### src/rtl/mac_user_pkg.sv
// Shared types and constants for the 1G MAC user-side packers/readers.
package mac_user_pkg;

  localparam int unsigned MIN_BYTES_DEF = 60;
  localparam int unsigned WORD_W        = 32;

  localparam logic [1:0] BE_4B = 2'b00;
  localparam logic [1:0] BE_1B = 2'b01;
  localparam logic [1:0] BE_2B = 2'b10;
  localparam logic [1:0] BE_3B = 2'b11;

  typedef enum logic [1:0] {
    ST_IDLE = 2'd0,
    ST_DATA = 2'd1,
    ST_PAD  = 2'd2
  } tx_state_e;

  typedef struct packed {
    logic [WORD_W-1:0] data;
    logic [1:0]        be;
    logic              sop;
    logic              eop;
  } mac_word_t;

  // Byte-enable code for a final word whose last valid byte sits at lane idx.
  function automatic logic [1:0] be_encode(input logic [1:0] idx);
    logic [1:0] be;
    case (idx)
      2'd0:    be = BE_1B;
      2'd1:    be = BE_2B;
      2'd2:    be = BE_3B;
      default: be = BE_4B;
    endcase
    return be;
  endfunction

endpackage

### src/rtl/mac_tx_word_reg.sv
// Single-entry word holding register with the MAC wa/wr handshake.
module mac_tx_word_reg
  import mac_user_pkg::*;
(
  input  logic      clk_i,
  input  logic      rst_i,
  input  logic      load_i,
  input  mac_word_t word_i,
  input  logic      wa_i,
  output logic      valid_o,
  output logic      wr_o,
  output mac_word_t word_o
);

  logic      valid_q, valid_d;
  mac_word_t word_q, word_d;
  logic      drain;

  assign drain = valid_q & wa_i;

  // Load wins over drain so a same-cycle drain/close reloads without a bubble;
  // a plain drain clears the payload so flags never show on an empty register.
  always_comb begin
    valid_d = valid_q;
    word_d  = word_q;
    if (load_i) begin
      valid_d = 1'b1;
      word_d  = word_i;
    end else if (drain) begin
      valid_d = 1'b0;
      word_d  = '0;
    end
  end

  always_ff @(posedge clk_i) begin
    if (rst_i) begin
      valid_q <= 1'b0;
      word_q  <= '0;
    end else begin
      valid_q <= valid_d;
      word_q  <= word_d;
    end
  end

  assign valid_o = valid_q;
  assign wr_o    = drain;
  assign word_o  = word_q;

endmodule

### src/rtl/mac_tx_packer.sv
// Packs an 8-bit packet stream into big-endian 32-bit MAC Tx words,
// zero-padding runt packets up to MIN_BYTES.
module mac_tx_packer
  import mac_user_pkg::*;
#(
  parameter int unsigned MIN_BYTES = MIN_BYTES_DEF,
  parameter int unsigned CNT_W     = 16
) (
  input  logic             Clk_user,
  input  logic             Reset,
  input  logic             In_valid,
  output logic             In_ready,
  input  logic [7:0]       In_data,
  input  logic             In_last,
  input  logic             Tx_mac_wa,
  output logic             Tx_mac_wr,
  output logic [31:0]      Tx_mac_data,
  output logic [1:0]       Tx_mac_BE,
  output logic             Tx_mac_sop,
  output logic             Tx_mac_eop,
  output logic             Busy,
  output logic             Pkt_done,
  output logic [CNT_W-1:0] Pkt_len
);

  localparam logic [CNT_W-1:0] CNT_MAX = '1;

  tx_state_e        state_q, state_d;
  logic [CNT_W-1:0] cnt_q, cnt_d;
  logic [CNT_W-1:0] len_pend_q, len_pend_d;
  logic [CNT_W-1:0] pkt_len_q, pkt_len_d;
  logic [31:0]      asm_q, asm_d;
  logic [1:0]       idx_q, idx_d;
  logic             sop_pend_q, sop_pend_d;
  logic             pkt_done_q, pkt_done_d;

  logic             out_valid, out_drain, load;
  mac_word_t        out_word, word_new;

  logic [CNT_W-1:0] cnt_inc;
  logic             fill_done, in_phase, byte_last, closing, can_accept, byte_ev;
  logic [7:0]       bval;
  logic [31:0]      asm_ins;

  // Byte-stream side: accept/pad decision and word assembly.
  always_comb begin
    cnt_inc    = (cnt_q == CNT_MAX) ? cnt_q : cnt_q + CNT_W'(1);
    fill_done  = 32'(cnt_inc) >= MIN_BYTES;
    in_phase   = (state_q != ST_PAD);
    byte_last  = in_phase ? (In_last & fill_done) : fill_done;
    closing    = (idx_q == 2'd3) | byte_last;
    can_accept = !(closing & out_valid & !out_drain);
    In_ready   = in_phase & can_accept;
    byte_ev    = in_phase ? (In_valid & can_accept) : can_accept;
    bval       = in_phase ? In_data : 8'h00;
    asm_ins    = asm_q | (32'(bval) << {~idx_q, 3'b000});
  end

  // Next-state: FSM, counters, assembly register and completion status.
  always_comb begin
    state_d    = state_q;
    cnt_d      = cnt_q;
    len_pend_d = len_pend_q;
    pkt_len_d  = pkt_len_q;
    asm_d      = asm_q;
    idx_d      = idx_q;
    sop_pend_d = sop_pend_q;
    pkt_done_d = 1'b0;
    load       = 1'b0;
    word_new   = '0;

    if (byte_ev) begin
      cnt_d = cnt_inc;
      if (closing) begin
        load          = 1'b1;
        word_new.data = asm_ins;
        word_new.sop  = sop_pend_q | (state_q == ST_IDLE);
        word_new.eop  = byte_last;
        word_new.be   = byte_last ? be_encode(idx_q) : BE_4B;
        asm_d         = '0;
        idx_d         = 2'd0;
        sop_pend_d    = 1'b0;
      end else begin
        asm_d = asm_ins;
        idx_d = idx_q + 2'd1;
        if (state_q == ST_IDLE) sop_pend_d = 1'b1;
      end
      if (byte_last) begin
        cnt_d      = '0;
        len_pend_d = cnt_inc;
      end

      case (state_q)
        ST_IDLE, ST_DATA: begin
          if (In_last) state_d = fill_done ? ST_IDLE : ST_PAD;
          else         state_d = ST_DATA;
        end
        ST_PAD:  if (fill_done) state_d = ST_IDLE;
        default: state_d = ST_IDLE;
      endcase
    end

    if (out_drain & out_word.eop) begin
      pkt_done_d = 1'b1;
      pkt_len_d  = len_pend_q;
    end
  end

  always_ff @(posedge Clk_user) begin
    if (Reset) begin
      state_q    <= ST_IDLE;
      cnt_q      <= '0;
      len_pend_q <= '0;
      pkt_len_q  <= '0;
      asm_q      <= '0;
      idx_q      <= 2'd0;
      sop_pend_q <= 1'b0;
      pkt_done_q <= 1'b0;
    end else begin
      state_q    <= state_d;
      cnt_q      <= cnt_d;
      len_pend_q <= len_pend_d;
      pkt_len_q  <= pkt_len_d;
      asm_q      <= asm_d;
      idx_q      <= idx_d;
      sop_pend_q <= sop_pend_d;
      pkt_done_q <= pkt_done_d;
    end
  end

  mac_tx_word_reg u_word_reg (
    .clk_i   (Clk_user),
    .rst_i   (Reset),
    .load_i  (load),
    .word_i  (word_new),
    .wa_i    (Tx_mac_wa),
    .valid_o (out_valid),
    .wr_o    (out_drain),
    .word_o  (out_word)
  );

  assign Tx_mac_wr   = out_drain;
  assign Tx_mac_data = out_word.data;
  assign Tx_mac_BE   = out_word.be;
  assign Tx_mac_sop  = out_word.sop;
  assign Tx_mac_eop  = out_word.eop;
  assign Busy        = (state_q != ST_IDLE) | out_valid;
  assign Pkt_done    = pkt_done_q;
  assign Pkt_len     = pkt_len_q;

endmodule

### config.mk
export PLATFORM = sky130hd
export DESIGN_NAME = mac_tx_packer
export DESIGN_NICKNAME = d
export VERILOG_FILES = /design/src/rtl/mac_user_pkg.sv /design/src/rtl/mac_tx_word_reg.sv /design/src/rtl/mac_tx_packer.sv
export SDC_FILE = /design/constraint.sdc
export NUM_CORES = 1
export LEC_CHECK = 0
export CELL_PAD_IN_SITES_DETAIL_PLACEMENT = 0
export CELL_PAD_IN_SITES_GLOBAL_PLACEMENT = 1
export CORE_MARGIN = 2
export CORE_UTILIZATION = 25
export CTS_BUF_LIST = sky130_fd_sc_hd__clkbuf_8
export DETAILED_ROUTE_END_ITERATION = 10
export DONT_BUFFER_PORTS = 1
export GPL_ROUTABILITY_DRIVEN = 0
export GPL_TIMING_DRIVEN = 0
export PLACE_DENSITY_LB_ADDON = 0.05
export SYNTH_ARGS = -nofsm -noshare
export SYNTH_HDL_FRONTEND = slang
export SYNTH_SLANG_ARGS = --single-unit
### constraint.sdc
create_clock -name Clk_user -period 3.34 [get_ports Clk_user]
set_clock_uncertainty 0.15 [all_clocks]
set_input_delay 0.501 -clock Clk_user [delete_from_list [all_inputs] [get_ports Clk_user]]
set_output_delay 0.501 -clock Clk_user [all_outputs]
set_load 0.01 [all_outputs]
* Word-level counts from Yosys, hierarchy flattened
Cells that the tools add are included.
Cells by class: add/sub/neg operators 2, multipliers 0, divide/modulo/power cells 0, $lt $le $gt $ge 1, eq/ne operators 8, shift operators 1, multiplexer cells 24, bitwise logic cells 12, reduce and logical (&&, ||, !) cells 11
Operator list (number):
- $mux W36 | 4
- $mux W16 | 2
- $mux W32 | 1
- $or A32 B32 Y32 | 1
- $shl A8 B5 Y32 | 1
- $add A16 B1 Y16 const B | 1
- $eq A16 B16 Y1 const B | 1
- $ge A16 B6 Y1 const B | 1
- $mux W2 | 5
- $mux W1 | 9
- $mux W8 | 1
- $and A1 B1 Y1 | 7
- $eq A2 B2 Y1 const B | 3
- $pmux W2 S3 | 1
- $reduce_and A2 Y1 | 3
- $reduce_bool A2 Y1 | 3
- $eq A2 B1 Y1 const B | 2
- $logic_not A2 Y1 | 2
- $ne A2 B2 Y1 const B | 2
- $pmux W2 S2 | 1
- $or A1 B1 Y1 | 3
- $add A2 B1 Y2 const B | 1
- $logic_not A1 Y1 | 2
- $not A2 Y2 | 1
- $reduce_or A2 Y1 | 1
Storage, ports and cells: bits in registers 123, latch bits 0, bits in writable memories 0, ROM bits 0, input port bits 13, output and inout bits 56, word-level logic and storage cells 72, memories kept 0

* Longest topological paths before layout
Gate-level depths: netlist of run 1.
depth after elaboration 13, gate-level depth with buffers 12, gate-level depth less buffers 9

* Modules after synthesis
A second synthesis of run 1 with hierarchy kept.
Unflattened totals: cells, all modules 754, area total of the unflattened synthesis 6163.4 sq um
Modules (own cells, without submodules):
- mac_tx_packer | instances 1, cells each 589, area each 4624.4 sq um, seq. area each 1721.7 sq um
- mac_tx_word_reg | instances 1, cells each 165, area each 1539.0 sq um, seq. area each 740.7 sq um

* Worst setup path before layout of run 1
Ideal clock, no wire load.
path kind register to output, start point register cnt_q[0], end point output In_ready, arrival time 2773 ps, data required time 2689 ps, path slack -84 ps, cell stages (with the launch flop) 11, path buffers 1, cells stage by stage dfxtp_1 -> ha_1 -> nand3_1 -> or4_1 -> buf_2 -> and3_4 -> xor2_1 -> or3_4 -> o21ai_4 -> a21oi_1 -> nor2_1
On the way: longest elaborated chain between the ends 10, elaborated cells on any way between the ends 11
Ends and longest elaborated chain:
- from (decl) | RTL line mac_tx_packer.sv:29 | logic [CNT_W-1:0] cnt_q, cnt_d;
- from (signal assigned) | RTL line mac_tx_packer.sv:121 | cnt_q <= cnt_d;
- $add A16 B1 Y16 or $eq A16 B16 Y1 (tied branches) | RTL line mac_tx_packer.sv:47 | cnt_inc = (cnt_q == CNT_MAX) ? cnt_q : cnt_q + CNT_W'(1);
- $mux W16 (*) | RTL line mac_tx_packer.sv:47
- $ge A16 B6 Y1 (*) | RTL line mac_tx_packer.sv:48 | fill_done = 32'(cnt_inc) >= MIN_BYTES;
- $and A1 B1 Y1 | RTL line mac_tx_packer.sv:50 | byte_last = in_phase ? (In_last & fill_done) : fill_done;
- $mux W1 (*) | RTL line mac_tx_packer.sv:50
- $or A1 B1 Y1 (*) | RTL line mac_tx_packer.sv:51 | closing = (idx_q == 2'd3) | byte_last;
- $and A1 B1 Y1 (*) (2 in a row) | RTL line mac_tx_packer.sv:52 | can_accept = !(closing & out_valid & !out_drain);
- $logic_not A1 Y1 (*) | RTL line mac_tx_packer.sv:52
- $and A1 B1 Y1 (*) | RTL line mac_tx_packer.sv:53 | In_ready = in_phase & can_accept;
- to (decl) | RTL line mac_tx_packer.sv:12 | output logic In_ready,
Every way passes the cells marked *; elsewhere a longest branch is shown, timed or not.

* Worst setup path after layout of run 1
start point register cnt_q[7], end point output In_ready
Same word-level chain as after synthesis.

==> results of run 1 <==
==> area by class of cell <==
type / count / area, sq um
clock buffers: 18 / 247.7
fillers: 2432 / 15520
inverters: 8 / 30.03
well taps: 285 / 356.6
flip-flops and latches: 123 / 2506
clock inverters: 14 / 137.6
multi-input cells: 477 / 3095
plain buffers: 49 / 284.0
repair buffers: 41 / 320.3
==> metrics by stage <==
step           setup slack, ns  instances  instance area, sq um   TNS, ns
2_1_floorplan          0.01394        662                  5697         0
4_1_cts                -0.1944       1005                  6835   -0.2626
3_5_place_dp           -0.5881        947                  6053    -40.89
5_1_grt                -0.1245       1015                  6978   -0.1245
6_report              -0.01769       1015                  6978  -0.01769
3_3_place_gp           -0.5426        947                  6053    -37.73
==> timing repair <==
item                       CTS  global route
setup buffers               27            14
pin swaps                   15            24
gates cloned                 0             0
setup endpoints to repair  106            98
gates resized for setup     48            26
==> power groups by stage <==
| stage | clock [W] | sequential, W | combinational [W] |
|---|---|---|---|
| CTS | 0.00139 | 0.00153 | 0.000348 |
| floorplan | 0 | 0.00156 | 0.000225 |
| global route | 0.00144 | 0.00153 | 0.000379 |
| global placement | 0 | 0.00156 | 0.000330 |
| finish | 0.00132 | 0.00152 | 0.000340 |
| detailed placement | 0 | 0.00156 | 0.000330 |
==> worst paths after layout <==
path,start,depth (start not counted),slack [ns],end
setup / recovery,cnt_q[7],8,-0.02,In_ready
hold / removal,In_last,2,0.09,state_q[0]
setup reg to reg,cnt_q[1],13,0.14,asm_q[13]
hold reg to reg,len_pend_q[4],2,0.30,Pkt_len[4]
==> registers in the layout (all words and copies together) (netlist names) <==
register,count
Pkt_len,16
u_word_reg.word_o,36
state_q,2
idx_q,2
cnt_q,16
sop_pend_q,1
Pkt_done,1
u_word_reg.valid_o,1
asm_q,32
len_pend_q,16
==> metal layers <==
layer	track usage, %	wire (um)	vias to the layer above
met5	0	0	-
met4	6.481	425	0
met3	3.867	678	24
met2	29.08	9839	96
met1	19.58	8517	2396
li1	-	-	2472
==> cell usage in the layout, fill, tap and decap left out, drive strengths merged, types with 7 or more instances in the layout <==
master | synthesis | layout
inv | 8 | 15
a31oi | 8 | 8
nand4 | 9 | 9
a21oi | 70 | 70
nor3 | 36 | 36
and2 | 10 | 10
or3 | 7 | 7
a211oi | 11 | 11
mux2i | 11 | 11
clkbuf | 25 | 43
nor2 | 40 | 40
o22ai | 36 | 36
nand2 | 112 | 112
nand3 | 15 | 15
buf | 29 | 65
o21a | 32 | 32
o21ai | 25 | 25
dfxtp | 123 | 123
==> kinds of logic (layout without fill, tap and decap cells) <==
| group | Yosys count | in the layout | synth area share (%) |
|---|---|---|---|
| simple gates | 253 | 253 | 21.00 |
| compound gates | 199 | 199 | 26.00 |
| flops | 123 | 123 | 43.33 |
| buf+inv | 62 | 130 | 5.196 |
| mux | 12 | 12 | 2.136 |
| xor+xnor | 8 | 8 | 1.233 |
| fa+ha+maj | 5 | 5 | 1.101 |
==> flow_summary.ini, run 1 <==
[grt]
grt_usage_pct = 16.58
grt_antenna_before_repair = 0
grt_first_pass_wirelength_um = 29800
overflow = 0
grt_max_degree = 17
grt_pass1_vias = 5100

[sta]
worst_pin_slew_ns = 0.9091
fin_crit_sh_pct = 100.5
fin_crit_ns = 3.358
slew-limit-headroom_pct = 39.17
max_freq_ghz = 0.2978
hold_viol_final = 0
rsz0062_at_grt = yes
setup_slack_ns = -0.01769
final-max-slew-violation-count = 0
setup_viol = 1
fin_hold_ws_ns = 0.08975

[synthesis]
synth_commonest_cells = dfxtp_1, nand2_1, a21oi_1, nor2_1, nor3_1
synth_area_per_cell_sq_um = 8.585
syn_inst = 662
syn-num-nets = 680
synthArstFlopShare_pct = 0
synth_top_area_share_pct = 43.33
synth-seq-area-share_pct = 43.33
synth_ff_type = dfxtp_1
synth_edf_count = 0
yosys.cell_types.count = 60
synth_most_common_cell = dfxtp_1
synth-seq-cells = 123
yosysWarnings = 0
syn_area_sq_um = 5683
yosysTopAreaCell = dfxtp_1
synthTopCellsByArea = dfxtp_1, nand2_1, o22ai_2, a21oi_1, o21a_1

[critical_path]
crit_path_end_kind = output port
slowest_delay_ns = 0.49
cpLargestDelayFamily = simple AND/OR/NAND/NOR gates
path_cells = nand4_1 > or3_4 > o21ai_4 > o311ai_4 > or3_4 > o21ai_4 > a21oi_2 > nor2_2
critPathSlowestCell = or3_4
worst_ep_arrival_time_ns = 2.71
crit_fanout = 6
start_kind = flip-flop
required_ns = 2.69
timing_worst_setup_path_type = reg -> out
crit_buf_inv = 0

[drt]
first_pass_iters = 4
wl_um = 19460
wl_per_cell_um = 19.17
ant_nets = 0
viasPerCell = 4.914
drt_iter0_drc = 158
drc = 0
num_vias = 4988

[run]
maxCapViolCount = 0

[min_path]
hp-class = in -> reg

[power]
internal-power_w = 0.002223
p_per_area_nw_per_um2 = 456.4
p_comb_share_pct = 10.7
clkPwrFrac_pct = 41.6
total_power_w = 0.003185
share_seq_of_total_power_pct = 47.8
p_switching_w = 0.0009624
p_leak_nw = 2.352
ir_drop_v = 0.0002038
switching_share_pct = 30.22

[floorplanning]
start_util_pct = 25.25
ios = 69
die_w_um = 154.8
die_h_um = 154.8
fp-row-count = 55
die-area_sq_um = 23950
fp.coreArea_sq_um = 22500

[finish]
syn2layout_area_growth_pct = 22.79
drive_above_1_share_pct = 23.01
diodes = 0
utilization_pct = 31.01
fin_nets = 735

[clock_network]
htreeDepth = 4
clk_pin_slew_worst_paths_ns = 0.08
cts_tree = done
cts-hold-fix-buffers = 0
root_buffer = clkbuf_8
clock_path_buffers = 2
cts_inserted_buffers = 17
cts_num_sinks = 123
clkLatencyLatePin_ns = 0.45

[outcome]
violations = setup timing
outcome = complete, but fails checks

[placement]
dp_hpwl_um = 13670
port_buffers = 0
(Power assumes the default switching activity.)
==> run 2, diff against run 1 <==
Settings changed: CORE_MARGIN 2 to not set.
==> run 2 against run 1 <==
The flow finishes with violations (DRC, setup timing). Clock power up 5%. Cell count down 0.49%. Setup slack worse by 0.062 ns. Worst hold slack worse by 0.0079 ns. Global-route usage up 0.46 points. Die area down 2.6%. Largest power group unchanged. Highest routed layer unchanged.
==> flow_summary.ini, run 2 (synthesis results as in run 1) <==
[outcome]
outcome = complete, but fails checks
violations = DRC, setup timing

[finish]
final_cells = 1010
syn2layout_area_growth_pct = 21.95
fin_nets = 735
layout_common_cells = nand2_1, dfxtp_1, a21oi_1
drive_above_1_share_pct = 22.19
mostFrequentLayoutCell = nand2_1
fill_cells = 2368
diodes = 0
final_cell_area_sq_um = 6930
largest_reg_flops = 36

[drt]
drc = 2
viasPerCell = 4.942
ant_nets = 0
wl_um = 19410
drt_iter0_drc = 194
wl_per_cell_um = 19.22
num_vias = 4991
first_pass_iters = 7

[clock_network]
cts-hold-fix-buffers = 0
cts_inserted_buffers = 17
root_buffer = clkbuf_8
clock_path_buffers = 2
clkLatencyLatePin_ns = 0.45
cts_tree = done
htreeDepth = 4
clk_pin_slew_worst_paths_ns = 0.08
cts_num_sinks = 123

[sta]
max_freq_ghz = 0.2924
setup_slack_ns = -0.07973
fin_crit_sh_pct = 102.4
final-max-slew-violation-count = 0
slew-limit-headroom_pct = 41.13
fin_hold_ws_ns = 0.08185
rsz0062_at_grt = yes
worst_pin_slew_ns = 0.8797
fin_crit_ns = 3.420
hold_viol_final = 0
setup_viol = 1

[critical_path]
cpLargestDelayFamily = compound AO/OA/AOI/OAI gates
required_ns = 2.69
slowest_delay_ns = 0.37
critPathSlowestCell = dfxtp_4
path_cells = ha_4 > and3_1 > o211ai_1 > xor2_2 > o41a_1 > nand4_1 > o21ai_4 > a21oi_2 > nor2_2
start_kind = flip-flop
timing_worst_setup_path_type = reg -> out
crit_path_end_kind = output port
crit_fanout = 7
crit_buf_inv = 0
worst_ep_arrival_time_ns = 2.77

[grt]
grt_max_degree = 17
grt_antenna_before_repair = 0
grt_pass1_vias = 5122
grt_first_pass_wirelength_um = 29990
grt_usage_pct = 17.04
overflow = 0

[power]
p_comb_share_pct = 10.5
internal-power_w = 0.002279
p_leak_nw = 2.336
clkPwrFrac_pct = 42.6
ir_drop_v = 0.0002280
p_switching_w = 0.0009733
p_per_area_nw_per_um2 = 469.3
share_seq_of_total_power_pct = 46.9
switching_share_pct = 29.93

[run]
maxCapViolCount = 0

[placement]
port_buffers = 0
dp.cells = 942
post_dp_cell_area_sq_um = 6047
dp_hpwl_um = 13600
dpl_worst_slack_ns = -0.5149

[floorplanning]
ios = 69
die_h_um = 152.8
start_util_pct = 25.80
fp-row-count = 54
die-area_sq_um = 23340
fp.coreArea_sq_um = 22030
die_w_um = 152.8

[min_path]
hp-class = in -> reg
## run 2: through the flow
step | total power [W] | util (%) | TNS, ns
2_1_floorplan | 0.001782 | - | 0
3_3_place_gp | 0.001892 | 27.45 | -37.42
3_5_place_dp | 0.001894 | 27.45 | -37.78
4_1_cts | 0.003299 | 30.73 | -0.1973
5_1_grt | 0.003407 | 31.46 | -0.2024
6_report | 0.003252 | 31.46 | -0.07973
## run 2: final timing paths
check	slack, ns	endpoint	startpoint	depth (start not counted)
setup / recovery	-0.08	In_ready	cnt_q[0]	9
hold / removal	0.08	state_q[0]	In_last	2
setup reg to reg	0.11	cnt_q[5]	cnt_q[5]	11
hold reg to reg	0.31	Pkt_len[14]	len_pend_q[14]	2
## run 2: worst reg2reg max path, delay by kind of cell, from the launching register on
kind	cells	cell delay [ns]
compound gates	2	0.30
xor+xnor	1	0.15
buf+inv	3	0.50
flops	1	0.33
simple gates	5	1.73
## run 2: metal layers
layer	share of wire, %	global-route usage (%)	vias up
li1	-	-	2453
met1	43	20.06	2425
met2	51	30.25	91
met3	3.6	3.868	22
met4	2.3	5.868	0
met5	0	0	-
## run 2: layout make-up
cell class                      count  area, sq um  share of cell area, %
Multi-Input combinational cell    477         3070                  44.30
Tap cell                          280        350.3                  5.055
Sequential cell                   123         2490                  35.93
Clock inverter                     15        165.2                  2.383
Timing Repair Buffer               39        292.8                  4.225
Inverter                            8        30.03                 0.4333
Clock buffer                       17        234.0                  3.376
Buffer                             51        297.8                  4.297
## run 2: power groups by stage
| stage | Sequential, W | Combinational (W) | Clock (W) |
|---|---|---|---|
| global route | 0.00153 | 0.000382 | 0.00150 |
| global placement | 0.00156 | 0.000328 | 0 |
| detailed placement | 0.00157 | 0.000328 | 0 |
| finish | 0.00152 | 0.000341 | 0.00139 |
| floorplan | 0.00156 | 0.000225 | 0 |
| CTS | 0.00153 | 0.000345 | 0.00143 |
## run 2: repair_timing
item	CTS	global route
endpoints found under the setup margin	106	85
pin swaps	12	16
gates resized for setup	42	14
setup buffers	21	17
